[src/rtl/fetch_queue_stage.sv]
// Decoupled instruction fetch: PC generator, in-order imem request/response port, DEPTH-entry fetch queue.
// Latency: a response is visible on out_* the cycle after it returns (fetch-to-output = mem latency + 1).
// Backpressure: out_ready low holds the head stable; requests stop once queued + in-flight reaches DEPTH.
module fetch_queue_stage #(
  parameter int              XLEN     = 32,
  parameter logic [XLEN-1:0] RESET_PC = '0,
  parameter int              DEPTH    = 4
) (
  input  logic            clk,
  input  logic            rst,
  input  logic            redirect_valid,
  input  logic [XLEN-1:0] redirect_pc,
  output logic            imem_req_valid,
  input  logic            imem_req_ready,
  output logic [XLEN-1:0] imem_addr,
  input  logic            imem_rsp_valid,
  input  logic [XLEN-1:0] imem_rsp_data,
  output logic            out_valid,
  input  logic            out_ready,
  output logic [XLEN-1:0] out_pc,
  output logic [XLEN-1:0] out_pcplus4,
  output logic [XLEN-1:0] out_instr
);

  // Pointer width indexes DEPTH entries exactly; counters need one more bit to
  // represent "full". The drop counter is wider because stale responses from
  // several back-to-back redirects can pile up while memory is still busy.
  localparam int AW = (DEPTH > 1) ? $clog2(DEPTH) : 1;
  localparam int CW = AW + 1;
  localparam int DW = CW + 4;

  // Architectural fetch state
  logic [XLEN-1:0] pc;

  // Fetch queue storage (head entry drives ID directly)
  logic [XLEN-1:0] fq_pc    [DEPTH];
  logic [XLEN-1:0] fq_pc4   [DEPTH];
  logic [XLEN-1:0] fq_instr [DEPTH];
  logic [AW-1:0]   fq_head;
  logic [AW-1:0]   fq_tail;
  logic [CW-1:0]   count;

  // Address tags of requests still waiting for their response, in issue order
  logic [XLEN-1:0] tag_pc   [DEPTH];
  logic [AW-1:0]   tag_head;
  logic [AW-1:0]   tag_tail;
  logic [CW-1:0]   outstanding;

  // Responses still owed by memory for requests that a redirect made stale
  logic [DW-1:0]   drop_cnt;

  // Per-cycle handshake decode
  logic            req_fire;
  logic            rsp_accept;
  logic            rsp_drop;
  logic            rsp_illegal;
  logic            pop;
  logic [CW:0]     inflight;
  logic [DW-1:0]   pending;
  logic [DW-1:0]   drop_after_redirect;
  logic [XLEN-1:0] redirect_target;

  // Next-state values for the control registers
  logic [XLEN-1:0] pc_nxt;
  logic [AW-1:0]   fq_head_nxt;
  logic [AW-1:0]   fq_tail_nxt;
  logic [CW-1:0]   count_nxt;
  logic [AW-1:0]   tag_head_nxt;
  logic [AW-1:0]   tag_tail_nxt;
  logic [CW-1:0]   outstanding_nxt;
  logic [DW-1:0]   drop_cnt_nxt;

  // Credit check: every queued entry plus every in-flight request owns a queue
  // slot, so a response can always be pushed without a full check.
  assign inflight       = {1'b0, count} + {1'b0, outstanding};
  assign imem_req_valid = !rst && !redirect_valid && (inflight < (CW+1)'(DEPTH));
  assign imem_addr      = pc;

  // Head of the queue goes straight to ID; out_valid is masked during reset
  assign out_valid   = !rst && (count != '0);
  assign out_pc      = fq_pc[fq_head];
  assign out_pcplus4 = fq_pc4[fq_head];
  assign out_instr   = fq_instr[fq_head];

  // Classify this cycle's request, response and pop events
  always_comb begin
    req_fire    = imem_req_valid && imem_req_ready;
    rsp_drop    = imem_rsp_valid && (drop_cnt != '0);
    rsp_accept  = imem_rsp_valid && (drop_cnt == '0) && (outstanding != '0);
    rsp_illegal = imem_rsp_valid && (drop_cnt == '0) && (outstanding == '0);
    pop         = out_valid && out_ready;
  end

  // Redirect bookkeeping: everything in flight becomes stale; a response that
  // lands in the redirect cycle itself is one of those and is already gone.
  always_comb begin
    pending             = drop_cnt + DW'(outstanding);
    drop_after_redirect = pending;
    if (imem_rsp_valid && (pending != '0)) begin
      drop_after_redirect = pending - DW'(1);
    end
    // Masking instead of slicing keeps the low address bits forced to zero
    redirect_target = redirect_pc & ~(XLEN'(3));
  end

  // Next-state for PC, pointers and counters; redirect overrides normal flow
  always_comb begin
    pc_nxt          = pc;
    fq_head_nxt     = fq_head;
    fq_tail_nxt     = fq_tail;
    count_nxt       = count;
    tag_head_nxt    = tag_head;
    tag_tail_nxt    = tag_tail;
    outstanding_nxt = outstanding;
    drop_cnt_nxt    = drop_cnt;

    if (redirect_valid) begin
      pc_nxt          = redirect_target;
      fq_head_nxt     = '0;
      fq_tail_nxt     = '0;
      count_nxt       = '0;
      tag_head_nxt    = '0;
      tag_tail_nxt    = '0;
      outstanding_nxt = '0;
      drop_cnt_nxt    = drop_after_redirect;
    end else begin
      if (req_fire) begin
        pc_nxt       = pc + XLEN'(4);
        tag_tail_nxt = tag_tail + 1'b1;
      end
      if (rsp_accept) begin
        tag_head_nxt = tag_head + 1'b1;
        fq_tail_nxt  = fq_tail + 1'b1;
      end
      if (rsp_drop) begin
        drop_cnt_nxt = drop_cnt - DW'(1);
      end
      if (pop) begin
        fq_head_nxt = fq_head + 1'b1;
      end
      count_nxt       = count + CW'(rsp_accept) - CW'(pop);
      outstanding_nxt = outstanding + CW'(req_fire) - CW'(rsp_accept);
    end
  end

  // Control registers with synchronous reset
  always_ff @(posedge clk) begin
    if (rst) begin
      pc          <= RESET_PC;
      fq_head     <= '0;
      fq_tail     <= '0;
      count       <= '0;
      tag_head    <= '0;
      tag_tail    <= '0;
      outstanding <= '0;
      drop_cnt    <= '0;
    end else begin
      pc          <= pc_nxt;
      fq_head     <= fq_head_nxt;
      fq_tail     <= fq_tail_nxt;
      count       <= count_nxt;
      tag_head    <= tag_head_nxt;
      tag_tail    <= tag_tail_nxt;
      outstanding <= outstanding_nxt;
      drop_cnt    <= drop_cnt_nxt;
    end
  end

  // Payload storage needs no reset: entries are only read once count covers them
  always_ff @(posedge clk) begin
    if (req_fire) begin
      tag_pc[tag_tail] <= pc;
    end
    if (rsp_accept) begin
      fq_pc[fq_tail]    <= tag_pc[tag_head];
      fq_pc4[fq_tail]   <= tag_pc[tag_head] + XLEN'(4);
      fq_instr[fq_tail] <= imem_rsp_data;
    end
  end

  // Memory returning data with nothing outstanding and nothing to drop is a protocol error
  always_ff @(posedge clk) begin
    if (!rst) begin
      assert (!rsp_illegal);
    end
  end

endmodule

[config.mk]
export PLATFORM = sky130hd
export DESIGN_NAME = fetch_queue_stage
export DESIGN_NICKNAME = d
export VERILOG_FILES = /design/src/rtl/fetch_queue_stage.sv
export SDC_FILE = /design/constraint.sdc
export NUM_CORES = 1
export LEC_CHECK = 0
export CORE_MARGIN = 4
export CORE_UTILIZATION = 59
export CTS_BUF_LIST = sky130_fd_sc_hd__clkbuf_8
export DETAILED_ROUTE_END_ITERATION = 6
export GPL_ROUTABILITY_DRIVEN = 0
export GPL_TIMING_DRIVEN = 1
export HOLD_SLACK_MARGIN = 0.08
export PLACE_DENSITY = 0.86
export SETUP_SLACK_MARGIN = 0.1
export SLEW_MARGIN = 20
export SYNTH_ARGS = -nofsm -noshare
export SYNTH_HDL_FRONTEND = slang
export SYNTH_SLANG_ARGS = --single-unit
[constraint.sdc]
create_clock -name clk -period 4.6 [get_ports clk]
set_input_delay 0.92 -clock clk [delete_from_list [all_inputs] [get_ports clk]]
set_output_delay 0.92 -clock clk [all_outputs]
set_load 0.005 [all_outputs]
==> results.toml, run 1 <==
[sta]
period_minus_slack_ns = 3.75
worstMarginPinSlew_ns = 0.859
slew_violations = 0
setup_tns_ns = 0
final-hold-violation-count = 0
rsz0062_at_grt = "false"
relSlewSlack = 0.425
finalSetupViolations = 0
fmax_mhz = 267
fin_skew_ns = 0.0232
post-route-period-util = 0.815

[cts]
htree_levels = 3
cts_tree = "done"
cts_num_sinks = 543
worstSkewPairLatency_ns = 0.61
clkSlewWorstSetupHoldPaths_ns = 0.06
cts_hold_buf = 0
ctsRootBufferMaster = "clkbuf_8"
cts_buffer_depth = 3
cts_resized = 0
post-cts-setup-buffers = 0
cts_made_buffers = 84

[placement]
io_buffers = 191
hpwl_um = 27300
dp_cells = 1791
place_area_um2 = 24200

[logic_synthesis]
synth-edff-count = 488
synth.distinct_cells = 61
postSynthAreaPerCell_um2 = 18.6
synth_area_leaders = "edfxtp_1 68%, mux4_2 12%, dfxtp_1 5.1%"
syn-instance-count = 1163
ys_seq_area_frac = 0.729
synth_warnings = 0
synth-seq-cells = 543
synth_area_um2 = 21600
async_flop_share = 0
synthFlopType = "edfxtp_1"
yosys.area.top_type = "edfxtp_1"
synth_top_area_share = 0.678

[setup_path]
path_class = "reg2out"
cp-start-kind = "register"
timing.rr.end = "fq_pc4[0][30]"
critPathCaptureType = "primary output"
rr_worst_depth = 7
crit_path_max_fanout = 26
cp_data_arrival_time_ns = 2.83
worstPathRequired_ns = 3.68
rrSetupSlack_ns = 1.38

[cells_and_area]
drive_gt1_frac = 0.190
finalInstanceArea_um2 = 25700
n_antenna_cell = 0
layout_common_cells = "488 x edfxtp_1, 190 x clkdlybuf4s50_1, 116 x mux4_2, 92 x clkbuf_8, 60 x nor2_1"
syn_to_final_growth_pct = 18.9
fin_cells = 1943
nets = 1511
final_common_cell = "edfxtp_1"

[min_path]
hold_path.startpoint = "tag_tail[1]"
hold_class = "reg2reg"
worstHoldPathCells = 2
min_to = "tag_tail[1]"

[run]
cap_violations = 0

[route]
met3_length_um = 3240
drt-initial-drc-count = 840
vias_per_cell = 5.97
vias = 11600
firstDrtPassIters = 5
wl_met1_um = 17800
drc = 0
drt-total-wl_um = 42900
highest_layer = "met4"
wl_met2_um = 20900
post_drt_wl_per_cell_um = 22.1
ant_nets = 0

[grt]
grt_max_degree = 62
antenna_found_initial = 0
grt-ovfl-total = 0
first_global_vias = 12100
grtUsageTotal = 0.219
grt_pass1_wl_um = 67100

[pwr]
leakagePower_nw = 8.37
p_total_mw = 9.55
power_density_nw_per_um2 = 372
peakVddDrop_uv = 277

[floorplanning]
io_pins = 200
die_area_um2 = 39800
initial_core_util = 0.604
rows = 69
core_area_um2 = 35800
fp.dieW_um = 199
die_h_um = 199

[outcome]
status = "complete, no violations"
[layout make-up]
cell class                 count  area, um2
sequential                   543      15800
clock inverter                60        282
clock buffer                  92       1270
multi-input combinational    537       5510
tap                          461        577
fill                        2104      10100
timing repair buffer         220       2200
inverter                      30        113
[synthesized netlist by cell type (6+ instances only)]
library cell    n
edfxtp_1      488
mux4_2        116
nor2_1         60
dfxtp_1        55
a21oi_1        38
nand2_1        37
xnor2_1        37
clkbuf_1       31
inv_1          29
ha_1           22
o21ai_0        22
nand3_1        20
nand4_1        18
a31oi_1        15
nor3_1         15
xor2_1         15
and2_1         14
buf_1          14
and3_1          9
mux2i_1         8
or3_1           7
and4_1          6
buf_4           6
mux4_1          6
nor3b_1         6
[kinds of logic (layout without fill, tap and decap cells)]
kind of cell,Yosys count,in the layout,synth area share
compound gates,104,104,0.0294
simple gates,217,217,0.0539
xor+xnor,52,52,0.0211
mux,133,133,0.133
other cells,1,6,0.000173
buf+inv,88,402,0.0180
flops,543,543,0.729
fa+ha+maj,25,25,0.0155
[worst max-delay path by stage]
stage	start	to	slack (ns)	depth (start not counted)
after floorplan	drop_cnt[3]	fq_instr[1][0]	0.59	6
after global placement	rst	outstanding[2]	1.16	13
after detailed placement	rst	outstanding[2]	1.08	13
after CTS	register	out_pcplus4[11]	0.75	3
after global routing	register	out_pcplus4[17]	0.63	3
final	register	out_pcplus4[11]	0.85	3
[stage by stage]
stage | hold WS [ns] | util | setup slack (ns)
2_1_floorplan | 0.467 | - | 0.591
3_3_place_gp | 0.478 | 0.674 | 1.16
3_5_place_dp | 0.504 | 0.674 | 1.08
4_1_cts | 0.511 | 0.718 | 0.748
5_1_grt | 0.539 | 0.718 | 0.627
6_report | 0.513 | 0.718 | 0.852
[state kept, by name, indices dropped and copies added, names as in the netlist, named ones only]
| register | count |
|---|---|
| fq_pc4 | 120 |
| tag_pc | 120 |
| fq_head | 2 |
| count | 3 |
| fq_instr | 128 |
| imem_addr | 30 |
| fq_tail | 2 |
| outstanding | 3 |
| tag_head | 2 |
| drop_cnt | 7 |
| tag_tail | 2 |
| fq_pc | 120 |
[per-layer routing]
layer / track usage / vias up
met2: 0.350 / 474
met5: 0 / -
li1: - / 5170
met4: 0.0732 / 0
met3: 0.0492 / 67
met1: 0.306 / 5895
[critical path, stage by stage (launching register included)]
cell and delay [ns]:
dfxtp_4 0.59, buf_4 0.53, mux4_2 0.57, clkdlybuf4s50_1 0.52
[power by group]
part	switching, mW	internal [mW]
registers	0.0682	5.41
logic	0.220	0.206
clock network	1.76	1.90
(Power assumes the default switching activity.)
==> run 2, diff against run 1 <==
- clock period: 4.6 -> 3.78 ns (I/O delays scaled with it)
==> run 2 against run 1 <==
Against the previous run: combinational power up 22%; sequential power up 22%; clock power up 25%; wire length down 0.35%; largest cell class unchanged; highest routed layer unchanged.
==> results.toml, run 2 (synthesized netlist as in run 1, its figures left out) <==
[floorplanning]
initial_core_util = 0.604
die_area_um2 = 39800
die_h_um = 199
io_pins = 200
rows = 69
core_area_um2 = 35800
fp.dieW_um = 199

[setup_path]
timing.rr.end = "fq_pc4[3][18]"
cp-start-kind = "register"
crit_path_cell_trace = "buf_12 > mux4_2 > clkdlybuf4s50_1"
critPathCaptureType = "primary output"
critical_path.endpoint = "out_pc[20]"
cp_data_arrival_time_ns = 2.66
cp_slowest_cell = "mux4_2"
rr_worst_depth = 7
worstPathRequired_ns = 3.02
crit_path_max_incr_delay_ns = 0.67
rrSetupSlack_ns = 0.74
crit_path_max_fanout = 75
path_class = "reg2out"

[grt]
grt-ovfl-total = 0
first_global_vias = 12000
grt_max_degree = 93
grt_pass1_wl_um = 66900
antenna_found_initial = 0
grtUsageTotal = 0.218

[route]
drc = 0
post_drt_wl_per_cell_um = 22.0
firstDrtPassIters = 5
drt-initial-drc-count = 793
drt-total-wl_um = 42800
ant_nets = 0
vias_per_cell = 5.94
vias = 11600

[min_path]
hold_class = "reg2reg"
worstHoldPathCells = 2

[pwr]
leakagePower_nw = 8.43
peakVddDrop_uv = 242
p_clk_frac = 0.390
p_seq_frac = 0.566
swShare = 0.214
switching_power_mw = 2.52
intPower_mw = 9.25
comb_power_share = 0.044
power_density_nw_per_um2 = 456
p_total_mw = 11.8

[placement]
hpwl_um = 26800
place_ws_ns = 0.674
io_buffers = 191
dp_cells = 1790
place_area_um2 = 24200

[sta]
rsz0062_at_grt = "false"
relSlewSlack = 0.493
fin_skew_ns = 0.0286
setup_tns_ns = 0
worstMarginPinSlew_ns = 0.758
slew_violations = 0
fmax_mhz = 293
final-hold-violation-count = 0
holdWs_ns = 0.495
post-route-period-util = 0.904
finalSetupViolations = 0
setup_ws_ns = 0.362
period_minus_slack_ns = 3.42

[cells_and_area]
fin_cells = 1949
drive_gt1_frac = 0.190
n_antenna_cell = 0
nFillCells = 2118
seq_area_um2 = 15800
largest_reg_flops = 128
largest_register = "fq_instr"
final_common_cell = "edfxtp_1"
finalInstanceArea_um2 = 25800
multiInputGateArea_um2 = 5510
syn_to_final_growth_pct = 19.3
nets = 1512
fin_util = 0.720
layout_common_cells = "488 x edfxtp_1, 190 x clkdlybuf4s50_1, 116 x mux4_2, 97 x clkbuf_8, 61 x inv_1"

[cts]
cts_hold_buf = 0
cts_buffer_depth = 3
cts_resized = 0
clkSlewWorstSetupHoldPaths_ns = 0.05
cts_num_sinks = 543
cts_tree = "done"
htree_levels = 3
worstSkewPairLatency_ns = 0.62
post-cts-setup-buffers = 0
ctsRootBufferMaster = "clkbuf_8"
cts_made_buffers = 86

[run]
cap_violations = 0

[outcome]
status = "complete, no violations"
## run 2: cell count changes in the layout (fill, tap and decap cells not counted)
cell	previous run	this run
clkinvlp_4	4	5
clkbuf_8	92	97
clkinv_2	12	8
inv_1	54	61
buf_12	6	8
buf_4	23	20
clkinv_1	18	16
## run 2: cell type report
type / instances / share of cell area
flip-flops and latches: 543 / 0.611
clock buffers: 97 / 0.0517
well taps: 461 / 0.0224
inverters: 30 / 0.00436
multi-input cells: 537 / 0.214
clock inverters: 62 / 0.0112
repair buffers: 219 / 0.0859
## run 2: power by group through the flow
| stage | Combinational (mW) | Sequential, mW | Clock [mW] |
|---|---|---|---|
| global placement | 0.496 | 6.78 | 0 |
| CTS | 0.517 | 6.66 | 4.70 |
| detailed placement | 0.513 | 6.78 | 0 |
| global route | 0.575 | 6.67 | 5.01 |
| finish | 0.518 | 6.66 | 4.58 |
| floorplan | 0.307 | 6.75 | 0 |
## run 2: worst min path at each step
stage                 from           to  slack, ns
5_1_grt        tag_tail[1]  tag_tail[1]       0.53
4_1_cts        tag_tail[1]  tag_tail[1]       0.50
2_1_floorplan  tag_tail[1]  tag_tail[1]       0.47
6_report       tag_tail[1]  tag_tail[1]       0.50
3_3_place_gp   tag_tail[1]  tag_tail[1]       0.48
3_5_place_dp   tag_tail[1]  tag_tail[1]       0.49
## run 2: per-layer routing
metal	share of wire	vias to the layer above	routed length, um	track usage
met2	0.49	480	20800	0.346
met5	0	-	0	0
li1	-	5185	-	-
met3	0.077	76	3310	0.0487
met1	0.41	5830	17700	0.308
met4	0.023	0	988	0.0745
## run 2: critical path, delay by kind of cell (launching register included)
kind | cells | cell delay (ns)
muxes | 1 | 0.67
DFF | 1 | 0.35
buffers and inverters | 2 | 0.91
